==> config.mk <==
export PLATFORM = sky130hd
export DESIGN_NAME = mcounter
export DESIGN_NICKNAME = d
export VERILOG_FILES = /design/src/rtl/mcounter_pkg.sv /design/src/rtl/mcounter_gray_enc.sv /design/src/rtl/mcounter.sv
export SDC_FILE = /design/constraint.sdc
export NUM_CORES = 1
export LEC_CHECK = 0
export ABC_AREA = 1
export CORE_ASPECT_RATIO = 0.8
export CORE_MARGIN = 2
export CORE_UTILIZATION = 30
export DETAILED_ROUTE_END_ITERATION = 12
export PLACE_DENSITY = 0.47
export SYNTH_ARGS = -nofsm -noshare
export SYNTH_HDL_FRONTEND = slang
export SYNTH_HIERARCHICAL = 1
export SYNTH_SLANG_ARGS = --single-unit
==> constraint.sdc <==
create_clock -name clk -period 3.12 [get_ports clk]
set_input_delay 0.624 -clock clk [delete_from_list [all_inputs] [get_ports clk]]
set_output_delay 0.624 -clock clk [all_outputs]
set_load 0.005 [all_outputs]
==> src/rtl/mcounter_pkg.sv <==
// Shared definitions for the multi-mode counter: mode encodings and the
// binary-to-Gray helper used by the encoder.
package mcounter_pkg;

   localparam int MAX_W = 64;

   typedef enum logic [1:0] {
      MODE_BIN_UP   = 2'b00,
      MODE_BIN_DOWN = 2'b01,
      MODE_GRAY_UP  = 2'b10,
      MODE_HOLD     = 2'b11
   } mode_e;

   // Operates on the widest legal count; callers cast to their own width.
   function automatic logic [MAX_W-1:0] bin2gray(input logic [MAX_W-1:0] b);
      return b ^ (b >> 1);
   endfunction

endpackage

==> src/rtl/mcounter_gray_enc.sv <==
// Combinational WIDTH-bit binary-to-Gray encoder.
module mcounter_gray_enc
   import mcounter_pkg::*;
#(
   parameter int WIDTH = 32
) (
   input  logic [WIDTH-1:0] bin,
   output logic [WIDTH-1:0] gray
);

   assign gray = WIDTH'(bin2gray(MAX_W'(bin)));

endmodule

==> src/rtl/mcounter.sv <==
// Multi-mode counter: binary up/down or Gray-coded up, with load, enable,
// wrap/saturate limit behaviour and a registered terminal-count flag.
module mcounter
   import mcounter_pkg::*;
#(
   parameter int WIDTH = 32,
   parameter bit WRAP  = 1'b1
) (
   input  logic             clk,
   input  logic             reset,
   input  logic             en,
   input  logic             load,
   input  logic [WIDTH-1:0] d,
   input  logic [1:0]       mode,
   output logic [WIDTH-1:0] q,
   output logic             tc
);

   localparam logic [WIDTH-1:0] ONES = '1;

   logic [WIDTH-1:0] cnt;
   logic [WIDTH-1:0] cnt_next;
   logic [WIDTH-1:0] gray_next;
   logic [WIDTH-1:0] q_next;
   logic             tc_next;

   function automatic logic [WIDTH-1:0] step_up(input logic [WIDTH-1:0] x);
      if (!WRAP && x == ONES) return x;
      return x + 1'b1;
   endfunction

   function automatic logic [WIDTH-1:0] step_down(input logic [WIDTH-1:0] x);
      if (!WRAP && x == '0) return x;
      return x - 1'b1;
   endfunction

   // Load has priority over counting and is never limited by saturation.
   always_comb begin
      cnt_next = cnt;
      if (load) begin
         cnt_next = d;
      end else if (en) begin
         case (mode)
            MODE_BIN_UP, MODE_GRAY_UP: cnt_next = step_up(cnt);
            MODE_BIN_DOWN:             cnt_next = step_down(cnt);
            default:                   cnt_next = cnt;
         endcase
      end
   end

   mcounter_gray_enc #(.WIDTH(WIDTH)) u_gray_enc (
      .bin  (cnt_next),
      .gray (gray_next)
   );

   // Output encoding and terminal flag follow the mode sampled this edge,
   // so a mode change alone re-encodes q and re-evaluates tc.
   always_comb begin
      q_next  = (mode == MODE_GRAY_UP) ? gray_next : cnt_next;
      tc_next = 1'b0;
      case (mode)
         MODE_BIN_UP, MODE_GRAY_UP: tc_next = (cnt_next == ONES);
         MODE_BIN_DOWN:             tc_next = (cnt_next == '0);
         default:                   tc_next = 1'b0;
      endcase
   end

   always_ff @(posedge clk or posedge reset) begin
      if (reset) begin
         cnt <= '0;
         q   <= '0;
         tc  <= 1'b0;
      end else begin
         cnt <= cnt_next;
         q   <= q_next;
         tc  <= tc_next;
      end
   end

endmodule

# [After elaboration in Yosys (flattened, before gate mapping)]
# Index checks and enable logic that the tools add are counted.
[totals] out_inout_bits=33 reg_bits=65 in_bits=38 elab_cells=17
[op_classes] reduce_logical=3 add_sub_neg=2 n_eq_ne=3 bitwise=1 n_mux=5
[op_table] op="two-way mux 32 bit" n=3
[op_table] op="case mux 32 bit (2 select lines)" n=1
[op_table] op="adder 32 x 1 -> 32 bit, second input constant" n=1
[op_table] op="== test 32 bit, second input constant" n=1
[op_table] op="zero test 32 bit" n=1
[op_table] op="subtractor 32 x 1 -> 32 bit, second input constant" n=1
[op_table] op="XOR 32 x 31 -> 32 bit" n=1
[op_table] op="== test 2 x 1 -> 1 bit, second input constant" n=1
[op_table] op="== test 2 bit, second input constant" n=1
[op_table] op="zero test 2 bit" n=1
[op_table] op="case mux 1 bit (2 select lines)" n=1
[op_table] op="OR reduction 2 bit" n=1

# [Logic depth before layout (Yosys ltp)]
[logic_depth] ltp_word=7 ltp_mapped=25 mapped_depth_nobuf=24

# [Hierarchy]
# The synthesis kept the hierarchy.
[by_module_without_submodules] mod="mcounter" area_each_um2=5634.2 seq_area_each_um2=1626.6 cells_each=921 instances=1
[by_module_without_submodules] mod="mcounter_gray_enc" area_each_um2=476.7 seq_area_each_um2=0.0 cells_each=126 instances=1

# [Worst setup path before layout]
# Ideal clock, no wire load.
[synth_timing] kind="input -> register" startpoint="in mode[0]" endpoint="reg q[19]" path_slack_ps=467 required_ps=2985 setup_ps=135 stages=24 arrival_ps=2518 cell_sequence="buf_4 > nand2_4 > buf_8 > nand2_1 > nand2_1 > inv_1 > ha_1 > inv_1 > nand2_1 > nand2_2 > nand2_2 > nand3_1 > nand2_1 > nand2_1 > nand2_1 > xor2_1 > nand2_1 > nand2_1 > nand2_1 > inv_1 > nand2_1 > nand2_1 > nor2_1 > a31oi_1"
[synth_between] elab_chain_len=7 word_cells_on_any_way=9
[synth_lines] item="from (decl)" line_no="mcounter.sv:14" source="input logic [1:0] mode,"
[synth_lines] item="== test 2 bit / zero test 2 bit (equally long branches)" line_no="mcounter.sv:43" source="case (mode)"
[synth_lines] item="OR reduction 2 bit" line_no="mcounter.sv:43"
[synth_lines] item="case mux 32 bit (2 select lines) *" line_no="mcounter.sv:43"
[synth_lines] item="two-way mux 32 bit *" line_no="mcounter.sv:42" source="end else if (en) begin"
[synth_lines] item="two-way mux 32 bit *" line_no="mcounter.sv:40" source="if (load) begin"
[synth_lines] item="via cnt_next[20]" line_no="mcounter.sv:22" source="logic [WIDTH-1:0] cnt_next;"
[synth_lines] item="XOR 32 x 31 -> 32 bit *" line_no="mcounter_pkg.sv:16" source="return b ^ (b >> 1);"
[synth_lines] item="via gray_next[19]" line_no="mcounter.sv:23" source="logic [WIDTH-1:0] gray_next;"
[synth_lines] item="two-way mux 32 bit *" line_no="mcounter.sv:59" source="q_next = (mode == MODE_GRAY_UP) ? gray_next : cnt_next;"
[synth_lines] item="via q_next[19]" line_no="mcounter.sv:24" source="logic [WIDTH-1:0] q_next;"
[synth_lines] item="to (signal assigned)" line_no="mcounter.sv:75" source="q <= q_next;"
[synth_lines] item="to (decl)" line_no="mcounter.sv:15" source="output logic [WIDTH-1:0] q,"
# The timed path passes the listed nets; every way through them passes the cells marked *.

# [Worst setup path after layout]
[layout_timing] startpoint="in mode[1]" endpoint="reg q[27]"
# The elaborated chain is that of the path after synthesis.

==> reports/metrics.cfg <==
[clock_network]
clock_sinks=65
clk_latency_ns=0.33
ctsHoldBuffers=0
clk_pin_slew_ns=0.06
clockBufferDepth=2
cts_setup_buffers=0
cts_made_buffers=9
cts_root_buffer=clkbuf_16
htree_levels=3
cts_tree=done

[cells_and_area]
drive_gt1_frac=0.222
nets=1297
final_area_um2=8610
area_growth_syn_to_layout_pct=40.9
stdcell_count=1527
diodes=0
final_cell_mix=nand2_1, buf_4, inv_1
final_core_util=0.432
final_common_cell=nand2_1

[grt]
overflow=0
antenna_found_initial=0
grt_pass1_wl_um=34700
grt_usage=0.205
grt_pass1_vias=6329
grt_max_degree=44

[synthesis]
yosysSeqAreaShare=0.266
synth_area_leader_cell=dfrtp_1
postSynthAreaPerCell_um2=5.84
synth_area_um2=6110
synthesis.nets=1086
yosys_warnings=6
netlist_instances=1047
synth_top_area_share=0.266
ys_types=36
synth_area_leaders=dfrtp_1, nand2_1, inv_1, nand3_1, nor2_1
ys_seq_elements=65

[die]
fp-row-count=46
die_w_um=164
start_util=0.307
fp.dieH_um=132
ios=71
dieArea_um2=21500
core_area_um2=19900

[timing]
hold_violations=0
slew_viol_final=0
setup_viol=0
period_share=0.894
fin_skew_ns=0.00965
holdWs_ns=0.481
maxSlewHeadroom=0.625
post-route-min-period_ns=2.79
rsz0062_at_grt=no
worstMarginPinSlew_ns=0.555
max_freq_mhz=359

[routing]
dr_wl_met2_um=7820
wl_met1_um=12800
routed_wl_um=21900
wl_met3_um=1110
top_layer_used=met4
wire_per_inst_um=14.3
ant_nets=0
drc_errors=0
drt_iter0_markers=532
vias=6924
vias_per_cell=4.53
dr.pass1.iters=8

[setup_path]
crit_path_end_kind=register
crit_required_ns=3.32
crit_start=mode[1]
cp.arrival_ns=2.99
start_kind=input pin
rrSetupSlack_ns=0.52
critPathKind=in2reg
slowest_stage=buf_4
regToRegEndpoint=q[21]
crit_path_frequent_cell=nand2_1
timing.rr.start=cnt[2]
crit_end=q[27]
crit_path_max_fanout=19
r2r_cells=16
path_cells=dlymetal6s2s_1 > inv_4 > nand2_4 > buf_12 > buf_4 > nand2_1 > nand2_1 > inv_1 > nand2_2 > nor2_1 > nand2_1 > nor2_1 > nand2_1 > nand2_1 > nand2_1 > nand3_1 > nand2_1 > nand2_1 > inv_1 > nand2_1 > nand2_1 > nor2_1 > a31oi_1
cpPeakStageDelay_ns=0.17

[power_and_ir_drop]
p_comb_frac=0.418
p_int_mw=2.44
vdd_ir_drop_max_mv=0.297
leakagePower_nw=4.61
powerDensity_nw_per_um2=435
seq_power_share=0.270
clock_power_share=0.312
p_sw_frac=0.350
p_sw_mw=1.31

[flow_run]
maxCapViolCount=0

[placed_design]
hpwlAfterDp_um=17600
dp_cells=1510
io_buffers=70
place_area_um2=8180
gp_congestion=0.887

[min_path]
hp-class=in2async

[run_status]
status=finished, final reports clean

==> kinds of logic (layout without fill, tap and decap cells) <==
| family | Yosys count | in the layout | share of synthesized area |
|---|---|---|---|
| flops | 65 | 65 | 0.266 |
| compound gates | 110 | 110 | 0.118 |
| xor+xnor | 5 | 5 | 0.00717 |
| buf+inv | 182 | 398 | 0.127 |
| simple gates | 684 | 684 | 0.480 |
| fa+ha+maj | 1 | 1 | 0.00205 |
==> Yosys cell counts (all sizes together) <==
cell      n
a21boi    3
a21oi    42
a31oi    21
a41o      1
a41oi    19
and2      2
buf      19
clkbuf   13
clkinv    2
dfrtp    65
ha        1
inv     148
nand2   460
nand3   105
nand4     6
nor2    111
o211ai    2
o21ai    21
o41ai     1
xor2      5
==> state kept, by name, summed over array words and instances (netlist names) <==
signal  flops
cnt        32
q          32
tc          1
==> worst min path at each step <==
stage / from / end / slack (ns)
final: reset / q[31] / 0.48
after global routing: reset / q[31] / 0.50
after CTS: reset / q[31] / 0.48
after detailed placement: cnt[31] / cnt[31] / 0.79
after global placement: cnt[31] / cnt[31] / 0.79
after floorplan: cnt[30] / q[30] / 0.68
==> timing repair <==
action / 4_1_cts / 5_1_grt
cloned: 0 / 1
resized for setup: 4 / 20
setup endpoints to repair: 13 / 26
endpoints found under the hold margin: 0 / 0
pin swaps: 0 / 2
==> area by class of cell <==
class / instances / area [um^2]
clock buffers: 11 / 243
clock inverters: 5 / 103
fillers: 2141 / 11300
inverters: 150 / 566
multi-input cells: 800 / 3760
flip-flops and latches: 65 / 1630
well taps: 264 / 330
repair buffers: 232 / 1980
==> metal layers <==
layer | vias up | GRT usage
met5 | - | 0
met4 | 0 | 0.0336
met3 | 10 | 0.0215
met2 | 180 | 0.252
met1 | 3038 | 0.364
li1 | 3696 | -
==> critical path, delay by kind of cell <==
kind | cells | cell delay (ns)
and+or+nand+nor | 16 | 1.45
buffers and inverters | 6 | 0.80
AOI/OAI and AO/OA | 1 | 0.06
==> stage by stage <==
stage                     worst slack [ns]  total power, mW  TNS, ns
final                                0.331             3.75        0
after global routing                 0.119             3.99        0
after CTS                          0.00586             3.75        0
after detailed placement            -0.451             2.55    -9.39
after global placement              -0.447             2.56    -9.53
after floorplan                      0.467             1.83        0
==> power by group through the flow <==
stage | combinational, mW | sequential (mW) | clock, mW
after detailed placement | 1.52 | 1.02 | 0
after global routing | 1.74 | 1.02 | 1.23
after global placement | 1.53 | 1.03 | 0
after floorplan | 0.814 | 1.01 | 0
after CTS | 1.54 | 1.01 | 1.20
final | 1.57 | 1.01 | 1.17
(Power assumes the default switching activity.)
